`config.mk`:
```
export PLATFORM = sky130hd
export DESIGN_NAME = vga_scan_ctrl
export DESIGN_NICKNAME = d
export VERILOG_FILES = /design/src/rtl/vga_pkg.sv /design/src/rtl/vga_flag_delay.sv /design/src/rtl/vga_scan_ctrl.sv
export SDC_FILE = /design/constraint.sdc
export NUM_CORES = 1
export LEC_CHECK = 0
export BUFFER_PORTS_ARGS = -buffer_cell sky130_fd_sc_hd__buf_4
export CAP_MARGIN = 20
export CORE_AREA = 3 3 63 65
export CTS_CLUSTER_SIZE = 40
export DETAILED_ROUTE_END_ITERATION = 8
export DIE_AREA = 0 0 66 68
export GPL_TIMING_DRIVEN = 1
export PLACE_DENSITY = 0.74
export SLEW_MARGIN = 25
export SYNTH_ARGS = -nofsm -noshare
export SYNTH_HDL_FRONTEND = slang
export SYNTH_SLANG_ARGS = --single-unit
```
`constraint.sdc`:
```
create_clock -name CLK -period 2.4 [get_ports CLK]
set_input_delay 0 -clock CLK [delete_from_list [all_inputs] [get_ports CLK]]
set_output_delay 0 -clock CLK [all_outputs]
set_load 0.005 [all_outputs]
```
`src/rtl/vga_pkg.sv`:
```
`default_nettype none
// ============================================================================
// Module   : vga_pkg
// Purpose  : Shared VGA timing defaults, pixel types and the RGB332 expander.
// Revision : 1.0 - initial release
// ============================================================================
package vga_pkg;

    localparam int c_coord_w = 11;

    // 640x480@60 defaults
    localparam int c_def_h_active = 640;
    localparam int c_def_h_fp     = 16;
    localparam int c_def_h_sync   = 96;
    localparam int c_def_h_bp     = 48;
    localparam int c_def_v_active = 480;
    localparam int c_def_v_fp     = 10;
    localparam int c_def_v_sync   = 2;
    localparam int c_def_v_bp     = 33;

    typedef logic [c_coord_w-1:0] coord_t;

    typedef struct packed {
        logic [2:0] r;
        logic [2:0] g;
        logic [1:0] b;
    } rgb332_t;

    typedef struct packed {
        logic [7:0] r;
        logic [7:0] g;
        logic [7:0] b;
    } rgb888_t;

    typedef struct packed {
        logic active;
        logic hs;
        logic vs;
    } scan_flags_t;

    localparam scan_flags_t c_flags_idle = '0;

    function automatic int scan_total(input int act, input int fp, input int sync, input int bp);
        return act + fp + sync + bp;
    endfunction

    localparam int c_def_h_total = scan_total(c_def_h_active, c_def_h_fp, c_def_h_sync, c_def_h_bp);
    localparam int c_def_v_total = scan_total(c_def_v_active, c_def_v_fp, c_def_v_sync, c_def_v_bp);

    // Bit replication so that full-scale codes map to 8'hFF and zero to 8'h00
    function automatic rgb888_t expand_rgb332(input rgb332_t p);
        rgb888_t o;
        o.r = {p.r, p.r, p.r[2:1]};
        o.g = {p.g, p.g, p.g[2:1]};
        o.b = {p.b, p.b, p.b, p.b};
        return o;
    endfunction

endpackage
`default_nettype wire

```
`src/rtl/vga_flag_delay.sv`:
```
`default_nettype none
// ============================================================================
// Module   : vga_flag_delay
// Purpose  : DEPTH-stage shift register aligning scan flags with returned pixels.
// Revision : 1.0 - initial release
// ============================================================================
module vga_flag_delay
    import vga_pkg::*;
#(
    parameter int DEPTH = 1
) (
    input  logic        CLK,
    input  logic        RESET,
    input  scan_flags_t i_flags,
    output scan_flags_t o_flags
);

    scan_flags_t r_stage [DEPTH];

    always_ff @(posedge CLK) begin
        if (RESET) begin
            for (int i = 0; i < DEPTH; i++) begin
                r_stage[i] <= c_flags_idle;
            end
        end else begin
            r_stage[0] <= i_flags;
            for (int i = 1; i < DEPTH; i++) begin
                r_stage[i] <= r_stage[i-1];
            end
        end
    end

    assign o_flags = r_stage[DEPTH-1];

endmodule
`default_nettype wire

```
`src/rtl/vga_scan_ctrl.sv`:
```
`default_nettype none
// ============================================================================
// Module   : vga_scan_ctrl
// Purpose  : Raster counters, sync/blank generation and pixel output stage.
// Revision : 1.0 - initial release
// ============================================================================
module vga_scan_ctrl
    import vga_pkg::*;
#(
    parameter int   H_ACTIVE    = c_def_h_active,
    parameter int   H_FP        = c_def_h_fp,
    parameter int   H_SYNC      = c_def_h_sync,
    parameter int   H_BP        = c_def_h_bp,
    parameter int   V_ACTIVE    = c_def_v_active,
    parameter int   V_FP        = c_def_v_fp,
    parameter int   V_SYNC      = c_def_v_sync,
    parameter int   V_BP        = c_def_v_bp,
    parameter logic SYNC_ACTIVE = 1'b0,
    parameter int   PIPE_LAT    = 1
) (
    input  logic        CLK,
    input  logic        RESET,
    output logic [10:0] oCoord_X,
    output logic [10:0] oCoord_Y,
    input  logic [7:0]  iRGB,
    output logic [7:0]  VGA_R,
    output logic [7:0]  VGA_G,
    output logic [7:0]  VGA_B,
    output logic        VGA_HS,
    output logic        VGA_VS,
    output logic        VGA_BLANK_N,
    output logic        frameDone
);

    localparam int c_h_total = scan_total(H_ACTIVE, H_FP, H_SYNC, H_BP);
    localparam int c_v_total = scan_total(V_ACTIVE, V_FP, V_SYNC, V_BP);

    localparam coord_t c_h_max      = coord_t'(c_h_total - 1);
    localparam coord_t c_v_max      = coord_t'(c_v_total - 1);
    localparam coord_t c_h_act      = coord_t'(H_ACTIVE);
    localparam coord_t c_v_act      = coord_t'(V_ACTIVE);
    localparam coord_t c_hs_start   = coord_t'(H_ACTIVE + H_FP);
    localparam coord_t c_hs_end     = coord_t'(H_ACTIVE + H_FP + H_SYNC);
    localparam coord_t c_vs_start   = coord_t'(V_ACTIVE + V_FP);
    localparam coord_t c_vs_end     = coord_t'(V_ACTIVE + V_FP + V_SYNC);

    coord_t      r_h_cnt;
    coord_t      r_v_cnt;
    logic        w_h_wrap;
    logic        w_v_wrap;
    scan_flags_t w_flags;
    scan_flags_t w_flags_d;
    rgb888_t     w_rgb_exp;
    rgb888_t     r_rgb;
    logic        r_hs;
    logic        r_vs;
    logic        r_blank_n;
    logic        r_frame_done;

    assign w_h_wrap = (r_h_cnt == c_h_max);
    assign w_v_wrap = (r_v_cnt == c_v_max);

    always_ff @(posedge CLK) begin
        if (RESET) begin
            r_h_cnt <= '0;
            r_v_cnt <= '0;
        end else if (w_h_wrap) begin
            r_h_cnt <= '0;
            r_v_cnt <= w_v_wrap ? '0 : r_v_cnt + 1'b1;
        end else begin
            r_h_cnt <= r_h_cnt + 1'b1;
        end
    end

    assign oCoord_X = r_h_cnt;
    assign oCoord_Y = r_v_cnt;

    always_comb begin
        w_flags        = c_flags_idle;
        w_flags.active = (r_h_cnt < c_h_act) && (r_v_cnt < c_v_act);
        w_flags.hs     = (r_h_cnt >= c_hs_start) && (r_h_cnt < c_hs_end);
        w_flags.vs     = (r_v_cnt >= c_vs_start) && (r_v_cnt < c_vs_end);
    end

    // Flags travel alongside the drawer/mux pipeline so they meet iRGB for the same pixel
    vga_flag_delay #(
        .DEPTH   (PIPE_LAT)
    ) u_flag_delay (
        .CLK     (CLK),
        .RESET   (RESET),
        .i_flags (w_flags),
        .o_flags (w_flags_d)
    );

    assign w_rgb_exp = expand_rgb332(rgb332_t'(iRGB));

    always_ff @(posedge CLK) begin
        if (RESET) begin
            r_rgb        <= '0;
            r_hs         <= ~SYNC_ACTIVE;
            r_vs         <= ~SYNC_ACTIVE;
            r_blank_n    <= 1'b0;
            r_frame_done <= 1'b0;
        end else begin
            r_rgb        <= w_flags_d.active ? w_rgb_exp : '0;
            r_hs         <= w_flags_d.hs ? SYNC_ACTIVE : ~SYNC_ACTIVE;
            r_vs         <= w_flags_d.vs ? SYNC_ACTIVE : ~SYNC_ACTIVE;
            r_blank_n    <= w_flags_d.active;
            // Taken straight from the counters: game logic wants it early, not pin-aligned
            r_frame_done <= (r_h_cnt == '0) && (r_v_cnt == c_v_act);
        end
    end

    assign VGA_R       = r_rgb.r;
    assign VGA_G       = r_rgb.g;
    assign VGA_B       = r_rgb.b;
    assign VGA_HS      = r_hs;
    assign VGA_VS      = r_vs;
    assign VGA_BLANK_N = r_blank_n;
    assign frameDone   = r_frame_done;

endmodule
`default_nettype wire

```
; ---- Word-level counts from Yosys, hierarchy flattened
; Memory sizes are Yosys's and may differ from the RTL's.
; Cells that the tools add are included.
[word_totals]
reg_bits = 50
latch_bits = 0
ramBits = 3
romBits = 0
inputBits = 10
output_inout_bits = 50
wordCells = 38
mem_count = 1
[classes]
add_sub_neg = 2
n_mul = 0
div = 0
n_lt_le_gt_ge = 6
n_eq_ne = 3
n_shift = 0
muxes = 8
bitwise_logic = 1
n_reduce_logical = 8
[memory_table]
columns = name, depth, width, rd, rd_clocked_by_memory_dff, write_ports, line_no
row1 = u_flag_delay.r_stage, 1, 3, 1, 0, 1, vga_flag_delay.sv:18  ; scan_flags_t r_stage [DEPTH];
[ops]
columns = op, n
row1 = $add A11 B1 Y11 const B, 2
row2 = $eq A11 B10 Y1 const B, 2
row3 = $lt A11 B10 Y1 const B, 2
row4 = $lt A11 B9 Y1 const B, 2
row5 = $eq A11 B9 Y1 const B, 1
row6 = $ge A11 B10 Y1 const B, 1
row7 = $ge A11 B9 Y1 const B, 1
row8 = $logic_not A11 Y1, 1
row9 = $mux W11, 1
row10 = $mux W1, 6
row11 = $logic_and A1 B1 Y1, 4
row12 = $reduce_or A2 Y1, 2
row13 = $mux W3, 1
row14 = $reduce_or A3 Y1, 1
row15 = $not A1 Y1, 1

; ---- Longest topological paths before layout
; Gate-level depths: netlist of run 1.
[logic_depth]
word_depth = 3
mapped_depth = 7
ltp_nobuf = 6

; ---- Cells and area by module
; From an unflattened synthesis of run 1, not the netlist that was laid out.
[unflattened]
cells_unflattened = 187
area_unflattened_um2 = 1672.9
[by_module_without_submodules]
columns = mod, n_inst, cells_each, area_each_um2, seq_area_each_um2
row1 = vga_scan_ctrl, 1, 181, 1594.0, 680.7
row2 = vga_flag_delay, 1, 6, 78.8, 60.1

; ---- Worst setup path after synthesis of run 1
; OpenSTA, ideal clock, no wires.
[synth_path]
path_kind = register to register
startpoint = register r_h_cnt[5] (netlist: oCoord_X[5])
endpoint = register r_v_cnt[10] (netlist: oCoord_Y[10])
setup_ns = 0.070
arrival_time_ns = 1.993
required_ns = 2.330
setup_slack_ns = 0.337
path_stages_with_launch = 6
n_path_buf = 1
period_less_slack_ns = 2.063
path_cell_list = dfxtp_1 or4_1 buf_2 or4_4 or3_1 a21oi_1
[synth_via]
elab_chain_cells = 1
[synth_lines]
columns = element, line_no
row1 = from (decl), vga_scan_ctrl.sv:47  ; coord_t r_h_cnt;
row2 = from (signal assigned), vga_scan_ctrl.sv:71  ; r_h_cnt <= r_h_cnt + 1'b1;
row3 = $eq A11 B10 Y1, vga_scan_ctrl.sv:60  ; assign w_h_wrap = (r_h_cnt == c_h_max);
row4 = to (signal assigned), vga_scan_ctrl.sv:69  ; r_v_cnt <= w_v_wrap ? '0 : r_v_cnt + 1'b1;
row5 = to (decl), vga_scan_ctrl.sv:48  ; coord_t r_v_cnt;
; Every way passes these cells.
; A chain may end at the register's enable or synchronous reset.

; ---- Worst setup path after layout of run 1
[layout_path]
startpoint = register r_h_cnt[5] (netlist: oCoord_X[5])
endpoint = register r_v_cnt[9] (netlist: oCoord_Y[9])
; Same word-level chain as after synthesis.

==> results.md, run 1 <==
* Syn nets at 200
* I/O Pins at 60
* GRT met1 Usage at 0.222
* Hold_sp: u_flag_delay.r_stage[0][0]
* Max-slew headroom at 0.633
* Wire per inst at 13.3 um
* Synthesized area at between 1500 and 2000 sq um
* Bufs on Longest Clock Path at 2
* Post-CTS Setup Repair Bufs at 0
* Met2 Usage GRT at 0.312
* RSZ-0062 raised after global routing: no
* Post-layout util at 0.640
* Net Switching at 0.000244 W
* Worst-Margin Slew at approximately 0.54 ns
* Top-area cell type share of the netlist area at 0.454
* Die area at 4490 sq um
* Share of cells above drive strength 1 at 0.299
* Post-route DRC at 0
* Fin crit period at about 2.3 ns
* Final WS setup at about 0.14 ns
* Synth Register Bits at 37
* GRT Total Usage at 0.185
* Seq/Total Area, Yosys at 0.454
* Critical path peak fanout at 8
* Area contributors post-synth: dfxtp_1 (45%), buf_4 (7.4%), xnor2_1 (5.4%), nand3_1 (3.7%), and2_1 (3.5%)
* TritonCTS clock tree: yes
* Outcome: complete, no violations
* Synth-to-layout area growth at 33.0%
* Chip Width at between 60 and 70 um
* Yosys warning count at 0
* Met3 usage at 0.0443
* WP data arrival at 2.54 ns
* Reg-to-reg setup timing slack at roughly 0.14 ns
* EDFF count, synth at 0
* Final ANT Viol Nets at 0
* Largest net degree at the start of global routing at 12
* Critical Path RT at around 2.7 ns
* Gpl congestion at 0.831
* Clock Latency Late Sink at ~0.35 ns
* Vias at between 1,000 and 1,500
* Std-Cell Core Area at about 3400 sq um
* Post-layout nets at 257
* Startpoint types: flop
* Post-synth top cells: dfxtp_1 (37), buf_4 (16), nor2_1 (15), nand3_1 (12)
* # H-tree levels at 2
* Clk_skew at roughly 0.014 ns
* Seq pwr share at 0.612
* Post-placement setup slack at roughly 0.13 ns
* Clock-pin slew on the worst setup and hold paths at about 0.11 ns
* Final period util at 0.943
* Yosys cell types at 29
* Final hold vios at 0
* Global-route wire length before repair at 6300 um
* FF-to-FF Start: oCoord_X[5]
* Sink Count at 37
* Comb power frac at 0.088
* Initial antenna violation count at 0
* MaxCap Viol Count at 0
* Post-Synthesis Cells at roughly 190
* Ant. Diodes at 0
* Fmax at ~0.44 GHz
* Final TNS setup at 0 ns
* Clock share of power at 0.299
* Setup crit end kind: flop
* Design area at about 2200 sq um
* Starting Density at 0.481
* Total Wirelength at between 3000 and 4000 um
* Global routing's busiest layer: met2
* Switching part of the total at 0.235
* Cell Rows at 21
* Hold crit path type: flop to flop
* Final setup fails at 0
* Largest area contributor in the netlist: dfxtp_1
* Most frequent cell after synthesis: dfxtp_1
* Avg Cell Area, Syn at approximately 9 sq um
* Root Buffer: clkbuf_4
* Pre-Repair DR Iteration Count at 4
* Cell Pwr Density at about 480 nW/um^2
* WS Path Type: flop to flop
* Placed cell areas at around 2000 sq um
* Ys async rst share at 0
* HPWL Detailed at between 2000 and 3000 um
* Max Slew Vio Count at 0
* Worst IR Drop VDD at 0.390 mV
* Internal Pwr Total at a little under 0.0008 W
* GRT overflow at 0
* Vias in the first global route at 1,361
* P_leak at between 0.9 and 1 nW
* Via/cell ratio at 5.07
* Die height at roughly 68 um
* TritonCTS buffer count at 5
* Port Buffers at ~60
* CP Launch Point: oCoord_X[5]
* Top_reg_cell synth: dfxtp_1
* First-iteration detailed-routing DRC count at 56
cell usage in the layout, fill, tap and decap left out, drive strengths merged, types with 8 or more instances in the layout:
master,synthesis,layout
buf,18,64
dfxtp,37,37
nor2,15,15
nand3,12,12
nor3,10,10
xnor2,10,10
and2,9,9
nand2,9,9
dlygate4sd3,0,9
inv,8,8
a21oi,8,8
area by class of cell:
class / instances / area [sq um]
fillers: 293 / 1220
inverters: 8 / 30.0
repair buffers: 73 / 571
clock buffers: 6 / 41.3
flip-flops and latches: 37 / 741
multi-input cells: 118 / 719
clock inverters: 2 / 10.0
well taps: 46 / 57.6
through the flow:
stage / hold slack [ns] / total power [W] / std cells
floorplan: 0.122 / 0.000691 / 186
global placement: 0.202 / 0.000726 / 273
detailed placement: 0.205 / 0.000729 / 273
CTS: 0.389 / 0.00104 / 290
global route: 0.401 / 0.00109 / 290
finish: 0.384 / 0.00104 / 290
path summary, 6_finish.rpt:
kind / to / depth (start not counted)
worst max-delay path: oCoord_Y[9] / 4
worst min-delay path: VGA_VS / 1
worst max register to register: oCoord_Y[9] / 4
worst min register to register: VGA_VS / 1
state kept, by name, indices dropped and copies added, names as in the netlist:
signal	count
VGA_HS	1
oCoord_X	11
VGA_R	3
VGA_G	3
VGA_B	2
VGA_VS	1
u_flag_delay.r_stage	3
frameDone	1
VGA_BLANK_N	1
oCoord_Y	11
worst max-delay path, cell delays in order, from the launching register on:
cell and delay [ns]:
dfxtp_1 0.39, or4_1 0.69, or3_1 0.57, or3_1 0.40, a21oi_1 0.14
layer usage:
| layer | vias to the layer above | wire (um) |
|---|---|---|
| li1 | 729 | - |
| met1 | 667 | 1640 |
| met2 | 66 | 1820 |
| met3 | 8 | 327 |
| met4 | 0 | 65 |
| met5 | - | 0 |
cells by family (layout without fill, tap and decap cells):
family | count (synthesis) | after routing | synth area share
DFF | 37 | 37 | 0.454
adders and majority gates | 4 | 4 | 0.0307
buffers and inverters | 31 | 89 | 0.110
xor gates and xnor gates | 12 | 12 | 0.0644
AOI/OAI and AO/OA | 17 | 17 | 0.0575
and+or+nand+nor | 85 | 85 | 0.284
power groups by stage:
| stage | sequential [W] | clock [W] | combinational (W) |
|---|---|---|---|
| global route | 0.000638 | 0.000346 | 0.000102 |
| floorplan | 0.000650 | 0 | 0.0000409 |
| CTS | 0.000635 | 0.000315 | 0.0000918 |
| global placement | 0.000649 | 0 | 0.0000772 |
| detailed placement | 0.000649 | 0 | 0.0000795 |
| finish | 0.000636 | 0.000311 | 0.0000915 |
repair_timing:
action | 4_1_cts | 5_1_grt
hold buffers | 9 | 0
endpoints found under the setup margin | 0 | 10
endpoints found under the hold margin | 14 | 0
resized for setup | 0 | 1
Note: power is estimated with default switching activity, not from simulation.
==> run 2: changes to the inputs <==
--- a/config.mk
+++ b/config.mk
@@ -5,14 +5,15 @@
 export SDC_FILE = /design/constraint.sdc
 export NUM_CORES = 1
 export LEC_CHECK = 0
+export ABC_AREA = 1
 export BUFFER_PORTS_ARGS = -buffer_cell sky130_fd_sc_hd__buf_4
 export CAP_MARGIN = 20
-export CORE_AREA = 3 3 63 65
+export CORE_AREA = 3 3 66 68
 export CTS_CLUSTER_SIZE = 40
 export DETAILED_ROUTE_END_ITERATION = 8
-export DIE_AREA = 0 0 66 68
+export DIE_AREA = 0 0 69 71
 export GPL_TIMING_DRIVEN = 1
-export PLACE_DENSITY = 0.74
+export PLACE_DENSITY = 0.75
 export SLEW_MARGIN = 25
 export SYNTH_ARGS = -nofsm -noshare
 export SYNTH_HDL_FRONTEND = slang
==> run 2 against run 1 <==
Effect of this change:
- critical path depth increased by 4
- fmax increased by 41%
- cell area increased by 13%
- largest cell class is now multi-input combinational cells
- global-route usage increased by 0.11 points
- synthesized cell count increased by 35%
- critical endpoint unchanged
- sequential share of layout area decreased by 3.9 points
- combinational power increased by 0.8%
- setup slack improved by 0.66 ns
- non-clock buffer count decreased by 5
- largest power group unchanged
- hold slack got worse by 0.012 ns
==> results.md, run 2 <==
* Pre-Repair DR Iteration Count at 5 (+1)
* Clock-pin slew on the worst setup and hold paths at 0.07 ns (-0.04 ns)
* Setup crit end kind: flop
* # H-tree levels at 2 (unchanged)
* RSZ-0062 raised after global routing: no
* Max-slew headroom at 0.771 (+0.138)
* Total Wirelength at 4330 um (+13%)
* Top-area cell type share of the netlist area at 0.396 (-0.0580)
* Worst IR Drop VDD at 0.378 mV (-3.0%)
* Fin crit period at 1.60 ns (-0.658 ns)
* Largest area contributor in the netlist: dfxtp_1
* Tot Pwr at 0.00128 W (+23%)
* Global-route wire length before repair at 7450 um (+18%)
* Gpl congestion at 0.812 (-2.3%)
* Post-Synthesis Cells at 252 (+35%)
* Port Buffers at 59 (unchanged)
* First-iteration detailed-routing DRC count at 133 (+140%)
* Starting Density at 0.478 (-0.00342)
* Std-Cell Core Area at 3910 sq um (+15%)
* GRT overflow at 0 (unchanged)
* WP data arrival at 1.78 ns (-0.76 ns)
* Post-layout nets at 324 (+26%)
* Root Buffer: clkbuf_8
* Worst-Margin Slew at 0.342 ns (-0.200 ns)
* TritonCTS buffer count at 5 (unchanged)
* Chip Width at 69 um (+4.5%)
* Final ANT Viol Nets at 0 (unchanged)
* Commonest non-fill, non-tap cells in the layout: buf_4 (59), nor2_1 (45), nand2_1 (40), dfxtp_1 (37), inv_1 (34)
* Via/cell ratio at 4.88 (-3.8%)
* Post-synth top cells: nor2_1 (45), nand2_1 (40), dfxtp_1 (37), inv_1 (34), nand3_1 (24)
* Fmax at 0.623 GHz (+41%)
* Synthesized area at 1870 sq um (+15%)
* Outcome: complete, no violations
* Most common cell after layout, fill and taps aside: buf_4
* MaxCap Viol Count at 0 (unchanged)
* Startpoint types: flop
* Post-CTS sizing at 0 (unchanged)
* GRT Total Usage at 0.186 (+0.00111)
* EDFF count, synth at 0 (unchanged)
* Ys async rst share at 0 (unchanged)
* Seq/Total Area, Yosys at 0.396 (-0.0580)
* Final TNS setup at 0 ns (unchanged)
* Final hold vios at 0 (unchanged)
* FF-to-FF Start: oCoord_X[0]
* Yosys warning count at 0 (unchanged)
* Die height at 71 um (+4.4%)
* TritonCTS clock tree: yes
* Syn nets at 266 (+33%)
* Design area at 2450 sq um (+13%)
* Sink Count at 37 (unchanged)
* Initial antenna violation count at 0 (unchanged)
* Post-CTS Setup Repair Bufs at 0 (unchanged)
* Post-route DRC at 0 (unchanged)
* Area contributors post-synth: dfxtp_1 (40%), nor2_1 (9.0%), nand2_1 (8.0%), inv_1 (6.8%), nand3_1 (6.4%)
* Clock Latency Late Sink at 0.29 ns (-0.06 ns)
* Hold_sp: u_flag_delay.r_stage[0][1]
* Vias in the first global route at 1,629 (+20%)
* Yosys cell types at 28 (-3.4%)
* Cell Pwr Density at 523 nW/um^2 (+9.3%)
* Synth Register Bits at 37 (unchanged)
* Avg Cell Area, Syn at 7.42 sq um (-15%)
* Die area at 4900 sq um (+9.2%)
* HPWL Detailed at 3080 um (+11%)
* Ant. Diodes at 0 (unchanged)
* Critical path peak fanout at 11 (+3)
* Critical Path RT at 2.58 ns (-0.10 ns)
* WS Path Type: flop to flop
* Cell Rows at 23 (+9.5%)
* Finished Layout Cells at 361 (+24%)
* Synth-to-layout area growth at 31.0%
* Max Slew Vio Count at 0 (unchanged)
* Hold crit path type: flop to flop
* Wire per inst at 12.0 um (-9.6%)
* Share of cells above drive strength 1 at 0.296 (-0.00336)
* Vias at 1,760 (+20%)
* Top_reg_cell synth: dfxtp_1
* Final setup fails at 0 (unchanged)
* Bufs on Longest Clock Path at 2 (unchanged)
* CP Launch Point: oCoord_X[0]
* WHS at 0.372 ns (-0.0121 ns)
* Reg-to-reg setup timing slack at 0.80 ns (+0.66 ns)
* I/O Pins at 60 (unchanged)
* Placed cell areas at 2240 sq um (+11%)
* Placed Cells incl. Taps at 344 (+26%)
* Most frequent cell after synthesis: nor2_1
* Largest net degree at the start of global routing at 12 (unchanged)
* P_leak at 1.13 nW (+23%)
* Final period util at 0.669 (-0.274)
* Clk_skew at 0.00540 ns (-0.00869 ns)
## run 2: worst paths after layout
| kind | to | cells past startpoint |
|---|---|---|
| setup reg to reg | oCoord_Y[9] | 8 |
| hold / removal | VGA_HS | 1 |
| hold reg to reg | VGA_HS | 1 |
| setup / recovery | oCoord_Y[9] | 8 |
## run 2: timing repair
item                                    4_1_cts  5_1_grt
endpoints found under the setup margin        0        0
hold buffers                                  9        0
endpoints found under the hold margin        10        0
## run 2: worst max-delay path, stage by stage (launching register included)
cell	delay, ns
dfxtp_1	0.39
ha_1	0.22
nand2_1	0.12
nor2_4	0.16
nand3_2	0.10
nand2_2	0.25
nand2_4	0.12
nand2_1	0.09
nor2_1	0.04
## run 2: per-layer routing
| metal | vias to the layer above | track usage | share of wire |
|---|---|---|---|
| met5 | - | 0 | 0 |
| met4 | 0 | 0.0456 | 0.013 |
| met3 | 7 | 0.0582 | 0.094 |
| met2 | 82 | 0.321 | 0.47 |
| met1 | 791 | 0.228 | 0.42 |
| li1 | 880 | - | - |
## run 2: layout make-up
type                            count  area [sq um]
Timing Repair Buffer               68           533
Inverter                           40           150
Tap cell                           50          62.6
Clock buffer                        7          86.3
Clock inverter                      1          30.0
Sequential cell                    37           741
Multi-Input combinational cell    158           848
Fill cell                         371          1460
## run 2: cells by family after synthesis
logic type      Yosys count  share of synthesized area
simple gates            138                      0.368
buf+inv                  57                      0.151
flops                    37                      0.396
compound gates           12                     0.0401
xor+xnor                  4                     0.0187
fa+ha+maj                 4                     0.0268
## run 2: report_power, final
group          internal, W  switching [W]  total (W)
combinational    0.0000542      0.0000380  0.0000922
sequential        0.000625     0.00000935   0.000634
clock             0.000339       0.000216   0.000555
## run 2: through the flow
stage               setup WS, ns  utilization
CTS                        0.774        0.626
global route               0.655        0.626
detailed placement         0.799        0.574
finish                     0.795        0.626
global placement           0.854        0.574
floorplan                   1.05            -
